### config.mk
export PLATFORM = sky130hd
export DESIGN_NAME = expr_eval
export DESIGN_NICKNAME = d
export VERILOG_FILES = /design/src/rtl/expr_eval.sv
export SDC_FILE = /design/constraint.sdc
export NUM_CORES = 1
export LEC_CHECK = 0
export ABC_CLOCK_PERIOD_IN_PS = 12250
export CORE_UTILIZATION = 60
export CTS_CLUSTER_SIZE = 10
export DETAILED_ROUTE_END_ITERATION = 16
export DONT_BUFFER_PORTS = 1
export PLACE_DENSITY_LB_ADDON = 0.2
export SYNTH_ARGS = -nofsm -noshare
export SYNTH_HDL_FRONTEND = slang
export SYNTH_SLANG_ARGS = --single-unit
### constraint.sdc
create_clock -name clk -period 12.25 [get_ports clk]
set_clock_uncertainty 0.2 [all_clocks]
set_input_delay 2.45 -clock clk [delete_from_list [all_inputs] [get_ports clk]]
set_output_delay 2.45 -clock clk [all_outputs]
set_load 0.01 [all_outputs]
### src/rtl/expr_eval.sv
// Streaming evaluator for digit ((+|*) digit)* expressions: tracks the running
// value of the prefix consumed so far, plus validity, sticky syntax error and sticky overflow.
module expr_eval #(
  parameter int W = 16
) (
  input  logic         clk,
  input  logic         clr,
  input  logic [7:0]   in,
  input  logic         in_valid,
  output logic [W-1:0] value,
  output logic         ok,
  output logic         err,
  output logic         ovf,
  output logic [1:0]   dbg_state_o
);

  // Input strobe: `in` is consumed on any posedge where in_valid=1; there is no
  // ready, the block accepts one character per cycle unconditionally.
  typedef enum logic [1:0] {
    ST_START = 2'd0,
    ST_NUM   = 2'd1,
    ST_OP    = 2'd2,
    ST_ERR   = 2'd3
  } state_e;

  state_e       state_q, state_d;
  logic [W-1:0] sum_q, sum_d;
  logic [W-1:0] term_q, term_d;
  logic         mul_pend_q, mul_pend_d;
  logic [W-1:0] value_q, value_d;
  logic         ok_q, ok_d;
  logic         err_q, err_d;
  logic         ovf_q, ovf_d;

  logic         is_dig, is_add, is_mul;
  logic [3:0]   dig;
  logic [W+3:0] prod;
  logic [W:0]   fold;
  logic [W:0]   total;

  assign is_dig = (in >= 8'd48) && (in <= 8'd57);
  assign is_add = (in == 8'd43);
  assign is_mul = (in == 8'd42);
  assign dig    = in[3:0];
  assign prod   = {4'b0000, term_q} * {{W{1'b0}}, dig};
  assign fold   = {1'b0, sum_q} + {1'b0, term_q};
  assign total  = {1'b0, sum_d} + {1'b0, term_d};

  always_comb begin
    state_d    = state_q;
    sum_d      = sum_q;
    term_d     = term_q;
    mul_pend_d = mul_pend_q;
    value_d    = value_q;
    ok_d       = ok_q;
    err_d      = err_q;
    ovf_d      = ovf_q;
    if (in_valid) begin
      case (state_q)
        ST_START: begin
          if (is_dig) begin
            sum_d   = '0;
            term_d  = {{(W-4){1'b0}}, dig};
            state_d = ST_NUM;
          end else begin
            state_d = ST_ERR;
          end
        end
        ST_NUM: begin
          if (is_add) begin
            // The finished term moves into sum, so the open term restarts at zero.
            sum_d      = fold[W-1:0];
            term_d     = '0;
            mul_pend_d = 1'b0;
            ovf_d      = ovf_q | fold[W];
            state_d    = ST_OP;
          end else if (is_mul) begin
            mul_pend_d = 1'b1;
            state_d    = ST_OP;
          end else begin
            state_d = ST_ERR;
          end
        end
        ST_OP: begin
          if (is_dig) begin
            if (mul_pend_q) begin
              term_d = prod[W-1:0];
              ovf_d  = ovf_q | (|prod[W+3:W]);
            end else begin
              term_d = {{(W-4){1'b0}}, dig};
            end
            state_d = ST_NUM;
          end else begin
            state_d = ST_ERR;
          end
        end
        default: state_d = ST_ERR;
      endcase

      if (state_d == ST_ERR) begin
        // Syntax error wins: no overflow from the offending character.
        value_d = '0;
        ok_d    = 1'b0;
        err_d   = 1'b1;
        ovf_d   = ovf_q;
      end else begin
        value_d = total[W-1:0];
        ovf_d   = ovf_d | total[W];
        ok_d    = (state_d == ST_NUM);
        err_d   = 1'b0;
      end
    end
  end

  always_ff @(posedge clk or posedge clr) begin
    if (clr) begin
      state_q    <= ST_START;
      sum_q      <= '0;
      term_q     <= '0;
      mul_pend_q <= 1'b0;
      value_q    <= '0;
      ok_q       <= 1'b0;
      err_q      <= 1'b0;
      ovf_q      <= 1'b0;
    end else begin
      state_q    <= state_d;
      sum_q      <= sum_d;
      term_q     <= term_d;
      mul_pend_q <= mul_pend_d;
      value_q    <= value_d;
      ok_q       <= ok_d;
      err_q      <= err_d;
      ovf_q      <= ovf_d;
    end
  end

  assign value       = value_q;
  assign ok          = ok_q;
  assign err         = err_q;
  assign ovf         = ovf_q;
  assign dbg_state_o = state_q;

endmodule

==> metrics.csv, run 1 <==
metric;value;unit
input/output buffers;0;
Tot Pwr;0.000402;W
final number of max-transition violations;0;
first-pass GRT wire length;21.6;mm
top-count cell post-synth;nand2_1;
Pwr Density;70.8;nW/um2
post-synth top area cell;dfrtp_1;
area of the mapped netlist;5520;um2
Max Cap Violations;0;
Vias/cell;6.32;
post-cts resize count;0;
Overflow after GRT;0;
Setup violations, final;0;
ys async rst share;100;%
max incr delay on CP;540;ps
fin crit share;59.5;%
R2R Path Start;term_q[4];
most frequent cells after synthesis;nand2_1, inv_1, ha_1;
EDFF count, synth;0;
FF-to-FF path depth;20;
outcome;finished, final reports clean;
Period minus WS final;7290;ps
hold path cells;2;
required time of the worst setup path;12230;ps
Antenna Cells;0;
Ys Warns;0;
Clk pwr share;30.0;%
commonest register cell after synthesis;dfrtp_1;
gp weighted congestion;0.889;
routed len/inst;17.4;um
Synth cell types;65;
Peak VDD IR;0.103;mV
layout cells sized above 1;2.09;%
Max FO, Critical Path;19;
largest net degree at the start of global routing;55;
Reg clk slew, reported paths;100;ps
RSZ-0062 raised after global routing;no;
H-tree depth;2;
Reg2Reg Setup Slack;6540;ps
core footprint;8810;um2
Rel. slew slack;50.0;%
Hold WC Path Type;reg2reg;
sequential share of the synthesized area;24.5;%
combinational power share;21.1;%
post-synthesis cell count;631;
Detailed Routing Iterations Pass 1;5;
die area;9590;um2
Flop pwr share;48.9;%
nets;721;
crit-path cells;and2_1 -> fa_1 -> inv_1 -> fa_1 -> inv_1 -> ha_1 -> nor3_1 -> nand4_1 -> and2_1 -> xor2_1 -> a22o_1 -> ha_1 -> and3_1 -> a221o_1 -> nand2_1 -> o21ai_0 -> o21bai_1 -> o221ai_1 -> a2111oi_0 -> a21oi_1;
gr usage total;27.9;%
FP Rows;34;
FMAX;137;MHz
layout overhead on the synthesized area;3.04;%
Max Root-Sink Buffers;2;
critical path class;in2reg;
reg2reg end;ovf;
# DRC;0;
Filler Cell Count;747;
setup TNS;0;ps
clock sink total;54;
total number of vias;4604;
storage element area;1350;um2
slowest CP cell;fa_1;
synth top area cells;dfrtp_1, ha_1, fa_1;
die width;97.9;um
First DRT Iteration DRCs;300;
post-CTS setup buffers;0;
HP Start;sum_q[9];
CTS Buf Count;5;
Post-Route WL;12.7;mm
Final ANT Viol Nets;0;
Mean Syn Cell Area;8.75;um2
Final Hold Viols;0;
CP Data Arrival Time;7270;ps
initial antenna violation count;0;
Worst-Skew Late Latency;310;ps
Setup crit start kind;primary input;
Synth Register Bits;54;
dpl hpwl;10.0;mm
root buf cell;clkbuf_8;
Worst Max-Slew Pin Slew;747;ps
Sw Share;32.6;%
Worst Hold Endpoint;sum_q[9];
Worst Setup End Kind;flip-flop;
Psw;0.000131;W
DIE HEIGHT;97.9;um
multi-input combinational cell area;3850;um2
top cell type's share of synthesized area;24.5;%
Lkg Pwr;2.96;nW
# hold bufs at CTS;0;
Starting Density;62.7;%
Pint;0.000271;W
IO Count;32;
CTS tree;built;
Syn Nets;732;
vias in the first global route;4580;
[cell families (layout without fill, tap and decap cells)]
logic type | count (synthesis) | after routing | share of synthesized area [%]
and+or+nand+nor | 202 | 202 | 18.4
AOI/OAI and AO/OA | 174 | 174 | 22.2
DFF | 54 | 54 | 24.5
buffers and inverters | 81 | 71 | 5.69
xor gates and xnor gates | 30 | 30 | 4.76
adders and majority gates | 90 | 90 | 24.5
[layout by cell type, fill, tap and decap left out, types with 5 or more instances in the layout]
| cell | netlist | routed |
|---|---|---|
| a211oi_1 | 5 | 5 |
| a21o_1 | 19 | 19 |
| a21oi_1 | 30 | 30 |
| a22o_1 | 19 | 19 |
| and2_1 | 41 | 41 |
| and3_1 | 7 | 7 |
| clkbuf_8 | 0 | 5 |
| dfrtp_1 | 54 | 54 |
| fa_1 | 30 | 30 |
| ha_1 | 60 | 60 |
| inv_1 | 61 | 60 |
| nand2_1 | 64 | 64 |
| nand2b_1 | 8 | 8 |
| nand3_1 | 10 | 10 |
| nor2_1 | 39 | 39 |
| nor3_1 | 5 | 5 |
| o21ai_0 | 34 | 34 |
| o21bai_1 | 9 | 9 |
| o31ai_1 | 7 | 7 |
| or3_1 | 6 | 6 |
| xnor2_1 | 17 | 17 |
| xor2_1 | 13 | 13 |
[state kept, by name, indices dropped and copies added, names as in the netlist]
register     cells
sum_q           16
term_q          16
value           16
dbg_state_o      2
err              1
mul_pend_q       1
ok               1
ovf              1
[worst max-delay path, delay by kind of cell]
kind	cells	cell delay [ps]
XOR/XNOR	1	150
adder cells (fa/ha/maj)	4	1670
AO/OA/AOI/OAI	7	1720
AND/OR/NAND/NOR	6	1170
buffers and inverters	2	100
[power by group through the flow]
stage                     Sequential, W  Combinational (W)  Clock, W
after detailed placement       0.000200          0.0000832         0
final                          0.000197          0.0000848  0.000121
after CTS                      0.000197          0.0000837  0.000122
after floorplan                0.000197          0.0000678         0
after global routing           0.000198          0.0000947  0.000128
after global placement         0.000200          0.0000800         0
[metrics by stage]
stage               util, %  setup slack (ps)  instance area (um2)  cells  hold slack [ps]
floorplan                 -              4740                 5520    631              283
global placement       63.4              4870                 5580    721              336
detailed placement     63.4              4740                 5580    721              334
CTS                    64.6              5050                 5690    729              354
global route           64.6              4590                 5690    729              378
finish                 64.6              4960                 5690    729              349
[worst max-delay path by stage]
stage | from | to | slack [ps] | cells past startpoint
floorplan | in[3] | ovf | 4740 | 21
global placement | in[3] | ovf | 4870 | 20
detailed placement | in[3] | ovf | 4740 | 20
CTS | in[3] | ovf | 5050 | 20
global route | in[3] | ovf | 4590 | 19
finish | in[3] | ovf | 4960 | 20
[area by class of cell]
type / count / area share [%]
timing repair buffer: 1 / 0.132
clock buffer: 7 / 1.34
clock inverter: 1 / 0.528
sequential: 54 / 23.8
inverter: 62 / 4.09
multi-input combinational: 496 / 67.8
tap: 108 / 2.38
[metal layers]
layer / track usage, % / share of wire [%]
met5: 0 / 0
met4: 11.8 / 3.4
met1: 37.7 / 44
met3: 4.65 / 5.0
met2: 44.6 / 47
Power figures use the tool's default switching activity.
==> run 2: changes to the inputs <==
--- a/config.mk
+++ b/config.mk
@@ -5,7 +5,8 @@
 export SDC_FILE = /design/constraint.sdc
 export NUM_CORES = 1
 export LEC_CHECK = 0
-export ABC_CLOCK_PERIOD_IN_PS = 12250
+export ABC_AREA = 1
+export ABC_CLOCK_PERIOD_IN_PS = 6800
 export CORE_UTILIZATION = 60
 export CTS_CLUSTER_SIZE = 10
 export DETAILED_ROUTE_END_ITERATION = 16
==> constraint.sdc (replaced) <==
create_clock -name clk -period 6.8 [get_ports clk]
set_clock_uncertainty 0.2 [all_clocks]
set_input_delay 1.36 -clock clk [delete_from_list [all_inputs] [get_ports clk]]
set_output_delay 1.36 -clock clk [all_outputs]
set_load 0.01 [all_outputs]
==> metrics.csv, run 2 <==
metric;value;unit;change
Final Hold Viols;0;;unchanged
CTS Buf Count;5;;unchanged
slowest CP cell;fa_1;;unchanged
crit-path most repeated cell;nand2_1;;
post-synthesis cell count;866;;was 631
# hold bufs at CTS;0;;unchanged
layout cells sized above 1;3.02;%;was 2.09%
R2R Path Start;term_q[2];;was term_q[4]
Starting Density;63.1;%;was 62.7%
met1 GRT Util;38.9;%;was 37.7%
root buf cell;clkbuf_8;;unchanged
final number of max-transition violations;0;;unchanged
top-count cell post-synth;nand2_1;;unchanged
RSZ-0062 raised after global routing;no;;unchanged
sequential share of the synthesized area;22.9;%;was 24.5%
Period minus WS final;5490;ps;
post-synth top area cell;dfrtp_1;;unchanged
commonest non-fill, non-tap cells in the layout;nand2_1, inv_1, ha_1;;unchanged
met2 Usage GRT;52.0;%;was 44.6%
gr busiest metal;met2;;unchanged
largest net degree at the start of global routing;55;;unchanged
input/output buffers;0;;unchanged
Detailed Routing Iterations Pass 1;5;;unchanged
post-cts resize count;0;;unchanged
Antenna Cells;0;;unchanged
total number of vias;5396;;was 4,604
Place WS;1030;ps;was 4740 ps
fin worst setup slack;1310;ps;was 4960 ps
clock sink total;54;;unchanged
crit path from;in[3];;unchanged
post-CTS setup buffers;0;;unchanged
IO Count;32;;unchanged
Ys Warns;0;;unchanged
Setup violations, final;0;;unchanged
Rel. slew slack;25.5;%;was 50.0%
Hold WC Path Type;reg2reg;;unchanged
FMAX;182;MHz;
first-pass GRT wire length;24.1;mm;was 21.6 mm
Reg2Reg Setup Slack;1850;ps;was 6540 ps
FF-to-FF path depth;24;;was 20
dpl hpwl;11.7;mm;was 10.0 mm
FP Rows;35;;was 34
routed len/inst;14.3;um;was 17.4 um
max incr delay on CP;540;ps;about the same
outcome;finished, final reports clean;;unchanged
Post-Route WL;14.1;mm;was 12.7 mm
Overflow after GRT;0;;unchanged
die area;10300;um2;was 9590 um2
Filler Cell Count;878;;was 747
most common cell after layout, fill and taps aside;nand2_1;;unchanged
Final ANT Viol Nets;0;;unchanged
crit-path cells;nand2_1 -> inv_1 -> fa_1 -> inv_1 -> fa_1 -> inv_1 -> ha_1 -> or2_2 -> nand3_1 -> nand2_1 -> nand2_1 -> nand2_1 -> o21ai_0 -> ha_1 -> a21o_1 -> inv_1 -> o21ai_0 -> a21oi_1 -> nand2_1 -> nand3_1 -> nand2_1 -> a21oi_1 -> o21ai_0 -> nand2_1;;was and2_1 -> fa_1 -> inv_1 -> fa_1 -> inv_1 -> ha_1 -> nor3_1 -> nand4_1 -> and2_1 -> xor2_1 -> a22o_1 -> ha_1 -> and3_1 -> a221o_1 -> nand2_1 -> o21ai_0 -> o21bai_1 -> o221ai_1 -> a2111oi_0 -> a21oi_1
fin crit share;80.7;%;
Worst-Skew Late Latency;300;ps;was 310 ps
Vias/cell;5.46;;was 6.32
commonest register cell after synthesis;dfrtp_1;;unchanged
# DRC;0;;unchanged
EDFF count, synth;0;;unchanged
gp weighted congestion;0.946;;was 0.889
required time of the worst setup path;6850;ps;was 12,230 ps
die width;101;um;was 97.9 um
Reg clk slew, reported paths;90;ps;was 100 ps
Peak VDD IR;0.177;mV;was 0.103 mV
synth top area cells;dfrtp_1, nand2_1, ha_1;;was dfrtp_1, ha_1, fa_1
initial antenna violation count;0;;unchanged
core footprint;9370;um2;was 8810 um2
Worst Setup End Kind;flip-flop;;unchanged
H-tree depth;2;;unchanged
critical path class;in2reg;;unchanged
vias in the first global route;5354;;was 4,580
nets;961;;was 721
Max Root-Sink Buffers;2;;unchanged
Synth Register Bits;54;;unchanged
most frequent cells after synthesis;nand2_1, inv_1, ha_1;;unchanged
Setup crit start kind;primary input;;unchanged
First DRT Iteration DRCs;202;;was 300
Lkg Pwr;3.69;nW;was 2.96 nW
top cell type's share of synthesized area;22.9;%;was 24.5%
gr usage total;29.9;%;was 27.9%
Mean Syn Cell Area;6.83;um2;was 8.75 um2
layout overhead on the synthesized area;2.88;%;was 3.04%
Worst Setup EP;value[13];;was ovf
Worst Max-Slew Pin Slew;1120;ps;was 747 ps
ys async rst share;100;%;unchanged
CP Data Arrival Time;5540;ps;was 7270 ps
DIE HEIGHT;101;um;was 97.9 um
Synth cell types;45;;was 65
CTS tree;built;;unchanged
Max FO, Critical Path;19;;unchanged
reg2reg end;value[13];;was ovf
Syn Nets;967;;was 732
area of the mapped netlist;5910;um2;was 5520 um2
Max Cap Violations;0;;unchanged
setup TNS;0;ps;unchanged
Pwr Density;137;nW/um2;was 70.8 nW/um2
met3 Track Usage GR;3.24;%;was 4.65%
run 2: power by group:
group	switching (W)	leakage (nW)	total, W	internal (W)
Combinational	0.000200	2.91	0.000284	0.0000842
Clock	0.000104	0.0362	0.000175	0.0000706
Sequential	0.0000359	0.743	0.000377	0.000341
Total	0.000340	3.69	0.000836	0.000496
run 2: through the flow:
| stage | utilization, % | instances | power [W] | hold WS, ps | area, um2 |
|---|---|---|---|---|---|
| finish | 64.9 | 989 | 0.000836 | 339 | 6080 |
| global route | 64.9 | 989 | 0.000890 | 363 | 6080 |
| CTS | 64.9 | 989 | 0.000840 | 338 | 6080 |
| detailed placement | 64.0 | 982 | 0.000665 | 317 | 6000 |
| global placement | 64.0 | 982 | 0.000657 | 308 | 6000 |
| floorplan | - | 866 | 0.000597 | 280 | 5910 |
run 2: kinds of logic after synthesis:
family | share of synthesized area, %
adders and majority gates | 22.9
xor gates and xnor gates | 1.78
DFF | 22.9
and+or+nand+nor | 26.4
AOI/OAI and AO/OA | 14.2
buffers and inverters | 12.0
run 2: final cells by class:
type                       count  area [um2]  area share, %
clock buffer                   5        68.8           1.13
clock inverter                 2        15.0          0.247
inverter                     169         634           10.4
multi-input combinational    630        3850           63.3
sequential                    54        1350           22.2
tap                          129         161           2.65
run 2: worst min-delay path by stage:
| stage | cells after the start | start | endpoint | slack (ps) |
|---|---|---|---|---|
| floorplan | 2 | sum_q[3] | sum_q[3] | 280 |
| global placement | 2 | sum_q[7] | sum_q[7] | 310 |
| detailed placement | 2 | sum_q[4] | sum_q[4] | 320 |
| CTS | 2 | sum_q[4] | sum_q[4] | 340 |
| global route | 1 | sum_q[8] | sum_q[8] | 360 |
| finish | 2 | sum_q[4] | sum_q[4] | 340 |
run 2: critical path: cells and delay by family:
family	cells	cell delay [ps]
buffers and inverters	4	200
AOI/OAI and AO/OA	6	1090
and+or+nand+nor	10	1070
adders and majority gates	4	1770
run 2: layer usage:
metal | wire (um) | share of wire (%) | up-vias
li1 | - | - | 2710
met1 | 6360 | 45 | 2504
met2 | 6680 | 47 | 148
met3 | 669 | 4.7 | 34
met4 | 413 | 2.9 | 0
met5 | 0 | 0 | -
==> run 3: changes to the inputs <==
--- a/config.mk
+++ b/config.mk
@@ -6,7 +6,7 @@
 export NUM_CORES = 1
 export LEC_CHECK = 0
 export ABC_AREA = 1
-export ABC_CLOCK_PERIOD_IN_PS = 6800
+export ABC_CLOCK_PERIOD_IN_PS = 5600
 export CORE_UTILIZATION = 60
 export CTS_CLUSTER_SIZE = 10
 export DETAILED_ROUTE_END_ITERATION = 16
==> constraint.sdc (replaced) <==
create_clock -name clk -period 5.6 [get_ports clk]
set_clock_uncertainty 0.2 [all_clocks]
set_input_delay 1.12 -clock clk [delete_from_list [all_inputs] [get_ports clk]]
set_output_delay 1.12 -clock clk [all_outputs]
set_load 0.01 [all_outputs]
==> metrics.csv, run 3 (synthesis results as in run 2) <==
metric;value;unit;change
outcome;finished, final reports clean;;unchanged
CP Data Arrival Time;5170;ps;was 5540 ps
Worst-Skew Late Latency;300;ps;about the same
Setup violations, final;0;;unchanged
Rel. slew slack;24.9;%;was 25.5%
largest net degree at the start of global routing;55;;unchanged
Starting Density;63.1;%;unchanged
slowest CP cell;fa_1;;unchanged
first-pass GRT wire length;23.5;mm;was 24.1 mm
layout overhead on the synthesized area;3.17;%;was 2.88%
gr usage total;29.1;%;was 29.9%
Worst Setup End Kind;flip-flop;;unchanged
Peak VDD IR;0.233;mV;was 0.177 mV
fin util;65.1;%;was 64.9%
CTS tree;built;;unchanged
gp weighted congestion;0.940;;was 0.946
# hold bufs at CTS;0;;unchanged
root buf cell;clkbuf_8;;unchanged
crit-path cells;nand2_1 -> inv_1 -> fa_1 -> inv_1 -> fa_1 -> inv_1 -> ha_1 -> or2_2 -> nand3_1 -> nand2_1 -> nand2_1 -> nand2_1 -> o21ai_0 -> ha_1 -> a21o_1 -> inv_1 -> o21ai_0 -> a21oi_1 -> nand2_1 -> nand3_1 -> nand2_1 -> o21ai_0 -> nand2_1;;was nand2_1 -> inv_1 -> fa_1 -> inv_1 -> fa_1 -> inv_1 -> ha_1 -> or2_2 -> nand3_1 -> nand2_1 -> nand2_1 -> nand2_1 -> o21ai_0 -> ha_1 -> a21o_1 -> inv_1 -> o21ai_0 -> a21oi_1 -> nand2_1 -> nand3_1 -> nand2_1 -> a21oi_1 -> o21ai_0 -> nand2_1
Buf+Inv Stages, Crit Path;4;;unchanged
# DRC;0;;unchanged
initial antenna violation count;0;;unchanged
Hold WC Path Type;reg2reg;;unchanged
FP Rows;35;;unchanged
Period minus WS final;5180;ps;
commonest non-fill, non-tap cells in the layout;nand2_1, inv_1, ha_1;;unchanged
final number of max-transition violations;0;;unchanged
Antenna Cells;0;;unchanged
clock sink total;54;;unchanged
Detailed Routing Iterations Pass 1;7;;was 5
Placed Area;6010;um2;was 6000 um2
Setup crit start kind;primary input;;unchanged
total number of vias;5408;;was 5,396
Lkg Pwr;3.71;nW;was 3.69 nW
multi-input combinational cell area;3850;um2;unchanged
Pwr Density;168;nW/um2;was 137 nW/um2
Final Hold Viols;0;;unchanged
Max FO, Critical Path;19;;unchanged
dpl hpwl;11.6;mm;was 11.7 mm
DIE HEIGHT;101;um;unchanged
Place WS;146;ps;was 1030 ps
Post-Route WL;14.0;mm;was 14.1 mm
vias in the first global route;5242;;was 5,354
fin worst setup slack;419;ps;was 1310 ps
die width;101;um;unchanged
Final ANT Viol Nets;0;;unchanged
post-cts resize count;0;;unchanged
delay-heaviest family, CP;adder cells;;unchanged
Worst Max-Slew Pin Slew;1130;ps;was 1120 ps
Max Root-Sink Buffers;2;;unchanged
critical path class;in2reg;;unchanged
FMAX;193;MHz;
final instance area;6100;um2;was 6080 um2
H-tree depth;2;;unchanged
Filler Cell Count;862;;was 878
max incr delay on CP;520;ps;was 540 ps
CTS Buf Count;5;;unchanged
RSZ-0062 raised after global routing;no;;unchanged
Vias/cell;5.46;;about the same
nets;963;;was 961
Overflow after GRT;0;;unchanged
crit-path most repeated cell;nand2_1;;unchanged
Reg clk slew, reported paths;100;ps;was 90 ps
routed len/inst;14.1;um;was 14.3 um
IO Count;32;;unchanged
Max Cap Violations;0;;unchanged
core footprint;9370;um2;unchanged
post-CTS setup buffers;0;;unchanged
setup TNS;0;ps;unchanged
storage element area;1350;um2;unchanged
fin crit share;92.5;%;
input/output buffers;0;;unchanged
required time of the worst setup path;5590;ps;was 6850 ps
most common cell after layout, fill and taps aside;nand2_1;;unchanged
First DRT Iteration DRCs;251;;was 202
die area;10300;um2;unchanged
layout cells sized above 1;3.25;%;was 3.02%
-- run 3: area by class of cell --
cell class | instances | area share, %
clock buffer | 5 | 1.13
clock inverter | 2 | 0.287
inverter | 169 | 10.4
multi-input combinational | 630 | 63.1
sequential | 54 | 22.1
tap | 129 | 2.65
timing repair buffer | 2 | 0.246
-- run 3: through the flow --
stage                     hold WS, ps  total power (W)  cells
after CTS                         343          0.00103    991
final                             335          0.00103    991
after global placement            307         0.000804    984
after floorplan                   280         0.000725    866
after detailed placement          320         0.000812    984
after global routing              367          0.00110    991
-- run 3: per-layer routing --
metal  vias to the layer above  GRT usage [%]  routed length (um)
li1                       2726              -                   -
met1                      2515           38.8                6410
met2                       136           50.0                6570
met3                        31           2.97                 633
met4                         0           9.70                 376
met5                         -              0                   0
-- run 3: path summary, 6_finish.rpt --
check                               start   endpoint  slack [ps]  cells past startpoint
worst max-delay path                in[3]  value[13]         420                     23
worst min-delay path             sum_q[4]   sum_q[4]         340                      2
worst max register to register  term_q[1]  value[15]         700                     23
worst min register to register   sum_q[4]   sum_q[4]         340                      2
max in group asynchronous             clr   sum_q[3]        3740                      1
min in group asynchronous             clr   value[1]         760                      1
-- run 3: worst register-to-register path: stages, from the launching register on --
cell and delay (ps):
dfrtp_1 500, nand2_1 120, inv_1 60, fa_1 530
inv_1 60, fa_1 530, inv_1 40, ha_1 330
nand2_1 100, nand2_1 120, nand3_1 90, nand2_1 160
inv_1 70, o21ai_0 290, nor2_1 70, o21ai_0 400
ha_1 380, a21oi_1 220, o31ai_1 100, a21oi_1 120
nand2_1 100, a21oi_2 130, o21ai_1 70, nand2_1 60
-- run 3: power by group --
part | internal (W) | total [W] | switching (W)
sequential | 0.000414 | 0.000458 | 0.0000431
combinational | 0.000106 | 0.000351 | 0.000245
clock | 0.0000891 | 0.000217 | 0.000128
